--- src/rtl/alu_pkg.sv ---
// Shared ALU definitions: operation encodings from the ALU control stage and the
// execute-unit state type.
package alu_pkg;

    localparam logic [3:0] ALU_AND = 4'b0000;
    localparam logic [3:0] ALU_OR  = 4'b0001;
    localparam logic [3:0] ALU_ADD = 4'b0010;
    localparam logic [3:0] ALU_SUB = 4'b0110;
    localparam logic [3:0] ALU_SLL = 4'b1101;
    localparam logic [3:0] ALU_MUL = 4'b1010;

    typedef enum logic {
        IDLE,
        MUL_RUN
    } alu_state_t;

    function automatic logic is_single_cycle_op(input logic [3:0] op);
        return (op == ALU_AND) || (op == ALU_OR) || (op == ALU_ADD) ||
               (op == ALU_SUB) || (op == ALU_SLL);
    endfunction

endpackage

--- src/rtl/mul_shift_add.sv ---
// Iterative shift-add multiplier: one multiplier bit per clock, fixed WIDTH
// iterations after a load, producing the low WIDTH bits of the product.
module mul_shift_add
    import alu_pkg::*;
#(
    parameter int WIDTH = 32
) (
    input  logic             clk,
    input  logic             rst_n,
    input  logic             i_load,
    input  logic [WIDTH-1:0] i_mcand,
    input  logic [WIDTH-1:0] i_mplier,
    output logic [WIDTH-1:0] o_acc,
    output logic             o_last
);

    localparam int CNT_W = $clog2(WIDTH) + 1;

    logic [WIDTH-1:0] r_mcand;
    logic [WIDTH-1:0] r_mplier;
    logic [WIDTH-1:0] r_acc;
    logic [CNT_W-1:0] r_count;
    logic [WIDTH-1:0] w_acc_next;

    // o_acc already includes this cycle's partial product, so on the last
    // iteration it is the final product the top can register directly.
    assign w_acc_next = r_mplier[0] ? (r_acc + r_mcand) : r_acc;
    assign o_acc      = w_acc_next;
    assign o_last     = (r_count == CNT_W'(1));

    always_ff @(posedge clk or negedge rst_n) begin
        if (!rst_n) begin
            r_mcand  <= '0;
            r_mplier <= '0;
            r_acc    <= '0;
            r_count  <= '0;
        end else if (i_load) begin
            r_mcand  <= i_mcand;
            r_mplier <= i_mplier;
            r_acc    <= '0;
            r_count  <= CNT_W'(WIDTH);
        end else if (r_count != '0) begin
            r_acc    <= w_acc_next;
            r_mcand  <= r_mcand << 1;
            r_mplier <= r_mplier >> 1;
            r_count  <= r_count - CNT_W'(1);
        end
    end

endmodule

--- src/rtl/alu_exec_unit.sv ---
// Execute-stage ALU: single-cycle logic/arithmetic/shift ops plus an iterative
// MUL with busy/done handshake; result and zero flag are registered.
module alu_exec_unit
    import alu_pkg::*;
#(
    parameter int WIDTH   = 32,
    parameter int SHAMT_W = $clog2(WIDTH)
) (
    input  logic             clk,
    input  logic             rst_n,
    input  logic             start,
    input  logic [3:0]       operation_code,
    input  logic [WIDTH-1:0] operand_a,
    input  logic [WIDTH-1:0] operand_b,
    output logic [WIDTH-1:0] result,
    output logic             zero,
    output logic             done,
    output logic             busy,
    output logic             illegal_op
);

    alu_state_t       r_state;
    alu_state_t       w_state_next;
    logic [WIDTH-1:0] r_result;
    logic             r_zero;
    logic             r_done;
    logic             r_illegal;

    logic [WIDTH-1:0] w_result_next;
    logic             w_zero_next;
    logic             w_done_next;
    logic             w_illegal_next;
    logic             w_load;
    logic [WIDTH-1:0] w_alu_value;
    logic [WIDTH-1:0] w_mul_acc;
    logic             w_mul_last;

    mul_shift_add #(
        .WIDTH (WIDTH)
    ) u_mul (
        .clk      (clk),
        .rst_n    (rst_n),
        .i_load   (w_load),
        .i_mcand  (operand_a),
        .i_mplier (operand_b),
        .o_acc    (w_mul_acc),
        .o_last   (w_mul_last)
    );

    always_comb begin
        w_alu_value = '0;
        case (operation_code)
            ALU_AND: w_alu_value = operand_a & operand_b;
            ALU_OR:  w_alu_value = operand_a | operand_b;
            ALU_ADD: w_alu_value = operand_a + operand_b;
            ALU_SUB: w_alu_value = operand_a - operand_b;
            ALU_SLL: w_alu_value = operand_a << operand_b[SHAMT_W-1:0];
            default: w_alu_value = '0;
        endcase
    end

    // Illegal codes complete like a single-cycle op but force a zero result.
    always_comb begin
        w_state_next   = r_state;
        w_result_next  = r_result;
        w_zero_next    = r_zero;
        w_done_next    = 1'b0;
        w_illegal_next = 1'b0;
        w_load         = 1'b0;
        case (r_state)
            IDLE: begin
                if (start) begin
                    if (operation_code == ALU_MUL) begin
                        w_load       = 1'b1;
                        w_state_next = MUL_RUN;
                    end else begin
                        w_done_next = 1'b1;
                        if (is_single_cycle_op(operation_code)) begin
                            w_result_next = w_alu_value;
                            w_zero_next   = (w_alu_value == '0);
                        end else begin
                            w_result_next  = '0;
                            w_zero_next    = 1'b1;
                            w_illegal_next = 1'b1;
                        end
                    end
                end
            end
            MUL_RUN: begin
                if (w_mul_last) begin
                    w_result_next = w_mul_acc;
                    w_zero_next   = (w_mul_acc == '0);
                    w_done_next   = 1'b1;
                    w_state_next  = IDLE;
                end
            end
            default: w_state_next = IDLE;
        endcase
    end

    always_ff @(posedge clk or negedge rst_n) begin
        if (!rst_n) begin
            r_state   <= IDLE;
            r_result  <= '0;
            r_zero    <= 1'b1;
            r_done    <= 1'b0;
            r_illegal <= 1'b0;
        end else begin
            r_state   <= w_state_next;
            r_result  <= w_result_next;
            r_zero    <= w_zero_next;
            r_done    <= w_done_next;
            r_illegal <= w_illegal_next;
        end
    end

    assign result     = r_result;
    assign zero       = r_zero;
    assign done       = r_done;
    assign illegal_op = r_illegal;
    assign busy       = (r_state == MUL_RUN);

endmodule

--- config.mk ---
export PLATFORM = sky130hd
export DESIGN_NAME = alu_exec_unit
export DESIGN_NICKNAME = d
export VERILOG_FILES = /design/src/rtl/alu_pkg.sv /design/src/rtl/mul_shift_add.sv /design/src/rtl/alu_exec_unit.sv
export SDC_FILE = /design/constraint.sdc
export NUM_CORES = 1
export LEC_CHECK = 0
export CAP_MARGIN = 20
export CORE_MARGIN = 2
export CORE_UTILIZATION = 55
export DETAILED_ROUTE_END_ITERATION = 10
export DONT_BUFFER_PORTS = 1
export PLACE_DENSITY = 0.73
export SLEW_MARGIN = 5
export SYNTH_ARGS = -nofsm -noshare
export SYNTH_HDL_FRONTEND = slang
export SYNTH_HIERARCHICAL = 1
export SYNTH_SLANG_ARGS = --single-unit
export TNS_END_PERCENT = 50
--- constraint.sdc ---
create_clock -name clk -period 4.63 [get_ports clk]
set_input_delay 0.6945 -clock clk [delete_from_list [all_inputs] [get_ports clk]]
set_output_delay 0.6945 -clock clk [all_outputs]
set_load 0.005 [all_outputs]
Word-level counts from Yosys, hierarchy flattened
Cells that the tools add are included.
{ "op_classes": {"bitwise": 3, "shifts": 1, "n_addsub": 4, "div": 0, "n_eq_ne": 9, "mul": 0, "n_reduce_logical": 10, "muxes": 33, "magnitude_cmp": 0} }
{ "op_table": {"columns": ["op", "count"], "rows": [
  ["32-bit 2-to-1 mux", 11],
  ["32-bit case mux with 5 select lines", 1],
  ["32-bit adder", 2],
  ["32-bit logical NOT", 2],
  ["32-bit case mux with 2 select lines", 1],
  ["32-bit AND", 1],
  ["32-bit OR", 1],
  ["32-bit by 5-bit left shift with 32-bit output", 1],
  ["32-bit subtractor", 1],
  ["1-bit 2-to-1 mux", 15],
  ["6-bit 2-to-1 mux", 2],
  ["4-bit == test (second input constant)", 2],
  ["6-bit by 1-bit == test with 1-bit output (second input constant)", 1],
  ["1-bit case mux with 2 select lines", 3],
  ["6-bit nonzero test", 1],
  ["6-bit by 1-bit subtractor with 6-bit output (second input constant)", 1],
  ["4-bit by 1-bit == test with 1-bit output (second input constant)", 1],
  ["4-bit by 2-bit == test with 1-bit output (second input constant)", 1],
  ["4-bit by 3-bit == test with 1-bit output (second input constant)", 1],
  ["4-bit logical NOT", 1],
  ["1-bit logical OR", 4],
  ["2-bit inequality test (second input constant)", 2],
  ["3-bit AND reduction", 1],
  ["2-bit by 1-bit inequality test with 1-bit output (second input constant)", 1],
  ["other kinds (2)", 2]
]} }
{ "word_totals": {"reg_bits": 138, "latch_bits": 0, "mem_bits_rw": 0, "mem_count": 0, "rom_bits": 0, "input_bits": 71} }

Depth between registers and ports, before layout
{ "logic_depth": {"word_depth": 9, "mapped_depth": 26, "depth_no_buf": 21} }

Cells and area by module
The synthesis kept the hierarchy.
{ "by_module_without_submodules": {"columns": ["mod", "cells_per_inst", "seq_area_each_um2", "area_per_inst_um2", "n_inst"], "rows": [
  ["alu_exec_unit", 962, 902.1, 7283.2, 1],
  ["mul_shift_add", 723, 2552.4, 6537.5, 1]
]} }

Least setup slack after synthesis
Ideal clock, no wire load.
{ "synth_path": {"kind": "input to register", "from": "input operand_b[0]", "to": "register r_zero (netlist: zero)", "stages": 24, "t_arrival_ns": 5.515, "n_path_buf": 5, "setup_slack_ns": -0.971, "cell_sequence": "buf_6 -> buf_6 -> clkbuf_1 -> inv_1 -> clkbuf_1 -> ha_1 -> and2_1 -> nand2_1 -> nor2_1 -> nand2_1 -> nand2_1 -> xor2_1 -> ha_1 -> clkbuf_1 -> a21oi_1 -> a21boi_0 -> mux2i_1 -> a211oi_1 -> o2111a_1 -> nand4_1 -> or4b_1 -> or3_1 -> or4_1 -> o31ai_2"} }
{ "synth_via": {"elab_chain_cells": 7, "word_cells_on_any_way": 11} }
{ "synth_lines": {"columns": ["item", "line", "text"], "rows": [
  ["start: declaration", "alu_exec_unit.sv:14", "input logic [WIDTH-1:0] operand_b,"],
  ["32-bit subtractor (tied with other cells)", "alu_exec_unit.sv:56", "ALU_SUB: w_alu_value = operand_a - operand_b;"],
  ["32-bit case mux with 5 select lines *", "alu_exec_unit.sv:52", "case (operation_code)"],
  ["32-bit logical NOT *", "alu_exec_unit.sv:80", "w_zero_next = (w_alu_value == '0);"],
  ["1-bit 2-to-1 mux *", "alu_exec_unit.sv:78", "if (is_single_cycle_op(operation_code)) begin"],
  ["1-bit 2-to-1 mux *", "alu_exec_unit.sv:73", "if (operation_code == ALU_MUL) begin"],
  ["1-bit 2-to-1 mux *", "alu_exec_unit.sv:72", "if (start) begin"],
  ["1-bit case mux with 2 select lines *", "alu_exec_unit.sv:70", "case (r_state)"],
  ["end signal: assignment", "alu_exec_unit.sv:111", "r_zero <= w_zero_next;"],
  ["end: declaration", "alu_exec_unit.sv:25", "logic r_zero;"]
]} }
Every way passes the cells marked *; elsewhere a longest branch is shown, timed or not. The select of a mux whose other input is x is not followed.
A chain may end at the register's enable or synchronous reset.

Worst setup path after layout
{ "layout_path": {"from": "input operand_b[4]", "to": "register r_zero (netlist: zero)"} }
Same word-level chain as after synthesis.

==> summary.md <==
| Metric | Value |
|---|---|
| Placed cell count | `2085` |
| Clock transition at path regs | `0.06 ns` |
| DR WL/cell | `23.70 um` |
| Die H | `162.5 um` |
| Hold Fails Final Rpt | `0` |
| Ys flop type | `dfrtp_1` |
| Crit start category | `primary input` |
| GR peak layer | `met2` |
| Setup CP Type | `in2reg` |
| YS warnings | `6` |
| Count leader, synth | `nand2_1` |
| Rel. slew slack | `0.2633` |
| Syn Inst Count | `1685` |
| First-pass GRT wire length | `77.10 mm` |
| Die ar. | `26410 um2` |
| Leak Pwr | `7.455 nW` |
| Synthesized flop and latch total | `138` |
| Area share of the largest cell type after synthesis | `0.2481` |
| Skew final | `0.01384 ns` |
| Die width | `162.5 um` |
| H-tree lvl count | `4` |
| Area added between synthesis and finish | `16.62%` |
| Fin cells | `2122` |
| Design Area, Final | `16120 um2` |
| CTS sink count | `138` |
| DR vias/cell | `6.566` |
| Register area share after synthesis | `0.2500` |
| Core region area | `24890 um2` |
| Max VDD drop | `0.2559 mV` |
| Area post-placement | `15170 um2` |
| Core Rows | `58` |
| Max clock buf depth | `2` |
| Setup TNS | `0 ns` |
| Ant diodes | `0` |
| Fin crit period | `4.540 ns` |
| Gr ovfl total | `0` |
| Initial core utilization | `0.5552` |
| IO Count | `107` |
| Initial antenna violation count | `0` |
| Global-route met3 utilization | `0.07156` |
| Synth area leaders | `dfrtp_1 25%, mux2i_1 8.5%, nand2_1 6.2%, ha_1 6.2%, a21oi_1 5.1%` |
| Post-DP HPWL | `37.56 mm` |
| Max cap viols | `0` |
| Netlist Area Pre-Place | `13820 um2` |
| Largest net degree at the start of global routing | `138` |
| Async S/R FF share, synth | `1.000` |
| Total track usage | `0.3790` |
| Root Buffer | `clkbuf_16` |
| Syn Area/Cell | `8.202 um2` |
| Pwr/cell area | `445.6 nW/um2` |
| Final worst-path cycle share | `0.9806` |
| WL final | `50.30 mm` |
| Internal power | `4.164 mW` |
| Max Clk Rate | `220.3 MHz` |
| Gpl congestion | `1.042` |
| Via count | `13930` |
| Met1 layer usage reported by global route | `0.4985` |
| CTS buffer count | `17` |
| Remaining routing DRC violations | `0` |
| Sw Share | `0.4202` |
| Critical path capture point type | `register` |
| Crit path arrival time | `4.89 ns` |
| Post-synth net total | `1826` |
| Vias in the first global route | `13390` |
| First DRT Iteration DRCs | `1551` |
| Total power | `7.182 mW` |
| Filler instances | `2168` |
| CTS tree | `done` |
| Nets | `1922` |
| Clock Power Share | `0.218` |
| Layout cells sized above 1 | `0.2081` |
| Final Setup Violations | `0` |
| Area leader, netlist | `dfrtp_1` |
| Psw | `3.018 mW` |
| Outcome | `finished, final reports clean` |
| Antenna viol nets, final | `0` |
| Grt met2 use | `0.6075` |
| IO buf count | `0` |
| Pre-antenna DRT Iters | `8` |
| Combinational power share | `0.491` |
| CP Max Fanout | `13` |
| Final slew viol count | `0` |
| Clk_lat worst skew | `0.44 ns` |
| Sequential power share | `0.291` |
| Req. time, crit path | `4.98 ns` |
| Tightest Hold Check Type | `in2async` |
| Number of synthesized flops with an enable pin | `0` |
| Synth cell count leaders | `230 x nand2_1, 142 x a21oi_1, 137 x dfrtp_1, 136 x o21ai_0` |
| Tightest Pin Transition | `1.105 ns` |
| Synth cell types | `95` |
[power groups by stage]
stage               clock (mW)  sequential (mW)  combinational (mW)
floorplan                    0             1.93                2.52
global placement             0             2.08                3.29
detailed placement           0             2.10                3.36
CTS                       1.57             2.09                3.42
global route              1.62             2.15                3.86
finish                    1.57             2.09                3.52
[per-layer routing]
metal / vias up / wire length [um]
met1: 6755 / 20540
met3: 121 / 4121
met4: 0 / 2361
met5: - / 0
li1: 6410 / -
met2: 648 / 23280
[placed cells by master (no fill, tap or decap), types with 7 or more instances in the layout]
master | netlist | layout
nand2_1 | 230 | 225
buf_4 | 4 | 189
dfrtp_1 | 137 | 137
a21oi_1 | 142 | 132
o21ai_0 | 136 | 124
mux2i_1 | 118 | 118
nor2_1 | 118 | 116
ha_1 | 68 | 65
xnor2_1 | 55 | 54
mux2_2 | 49 | 49
inv_1 | 35 | 34
nor3_1 | 36 | 31
a21o_1 | 30 | 30
nand3_1 | 29 | 28
maj3_1 | 22 | 22
xor2_1 | 19 | 19
nand4_1 | 19 | 19
clkbuf_16 | 0 | 17
o21a_1 | 16 | 16
a211oi_1 | 18 | 16
mux4_2 | 15 | 15
nand2b_1 | 14 | 14
a31oi_1 | 16 | 14
nor2b_1 | 15 | 14
o211ai_1 | 14 | 14
nor4_1 | 14 | 12
o21ai_1 | 2 | 12
a22oi_1 | 11 | 11
and3_1 | 11 | 11
a21oi_2 | 0 | 10
or3_1 | 9 | 9
o221ai_1 | 11 | 8
nand3b_1 | 7 | 7
o21bai_1 | 7 | 7
[through the flow]
| step | setup WS (ns) | utilization | hold WS [ns] |
|---|---|---|---|
| 2_1_floorplan | -0.3824 | - | 0.3989 |
| 3_3_place_gp | -0.3669 | 0.6096 | 0.4018 |
| 3_5_place_dp | -0.4312 | 0.6096 | 0.4017 |
| 4_1_cts | 0.006329 | 0.6368 | 0.09232 |
| 5_1_grt | -0.05479 | 0.6475 | 0.08762 |
| 6_report | 0.08970 | 0.6475 | 0.1022 |
[repair_timing]
item,CTS,global route
gates cloned,0,0
endpoints found under the hold margin,137,0
setup endpoints to repair,1,2
pin swaps,0,20
hold buffers,1,0
resized for setup,1,56
buffers inserted,0,6
[path summary, 6_finish.rpt]
path | startpoint | to | slack, ns | cells after the start
max | operand_b[4] | zero$_DFFE_PN1P_ | 0.09 | 18
min | rst_n | zero$_DFFE_PN1P_ | 0.10 | 0
max reg2reg | u_mul/r_mcand[4]$_DFFE_PN0P_ | zero$_DFFE_PN1P_ | 0.34 | 14
min reg2reg | result[11]$_DFFE_PN0P_ | result[11]$_DFFE_PN0P_ | 0.54 | 1
max in group asynchronous | rst_n | u_mul/r_mplier[21]$_DFFE_PN0P_ | 3.81 | 1
min in group clk | operand_a[29] | u_mul/r_mcand[29]$_DFFE_PN0P_ | 0.38 | 2
[critical path, stage by stage]
cell and delay, ns:
nor4_2 0.27, buf_4 0.17, and2_4 0.15, nand2_2 0.10
o31ai_4 0.24, xor2_1 0.20, ha_1 0.30, buf_4 0.17
a21oi_2 0.12, o221ai_2 0.12, a31o_4 0.27, or2_4 0.25
xnor2_1 0.17, o21ai_0 0.15, or3_1 0.36, or4_1 0.42
or4b_1 0.51, o31ai_2 0.23
[cell type report]
cell class	instances	area, um2	area share
tap	330	412.9	0.02562
clock buffer	17	425.4	0.02639
sequential	138	3455	0.2143
multi-input combinational	1396	10000	0.6204
timing repair buffer	191	1466	0.09098
inverter	37	141.4	0.008772
clock inverter	13	217.7	0.01351
[registers in the layout, indices dropped and copies added (netlist names)]
register / flops
illegal_op: 1
busy: 1
u_mul/r_count: 6
done: 1
u_mul/r_mplier: 32
u_mul/r_mcand: 32
u_mul/r_acc: 32
result: 32
zero: 1
[cell families (layout without fill, tap and decap cells)]
kind of cell	count (synthesis)	in the layout	share of synthesized area
XOR/XNOR	74	74	0.04689
multiplexers	187	187	0.1561
buffers and inverters	151	258	0.05187
flip-flops	138	138	0.2500
AO/OA/AOI/OAI	495	495	0.2300
AND/OR/NAND/NOR	548	548	0.1848
adder cells (fa/ha/maj)	92	92	0.08039
No activity file was read; power rests on OpenSTA's default activity.
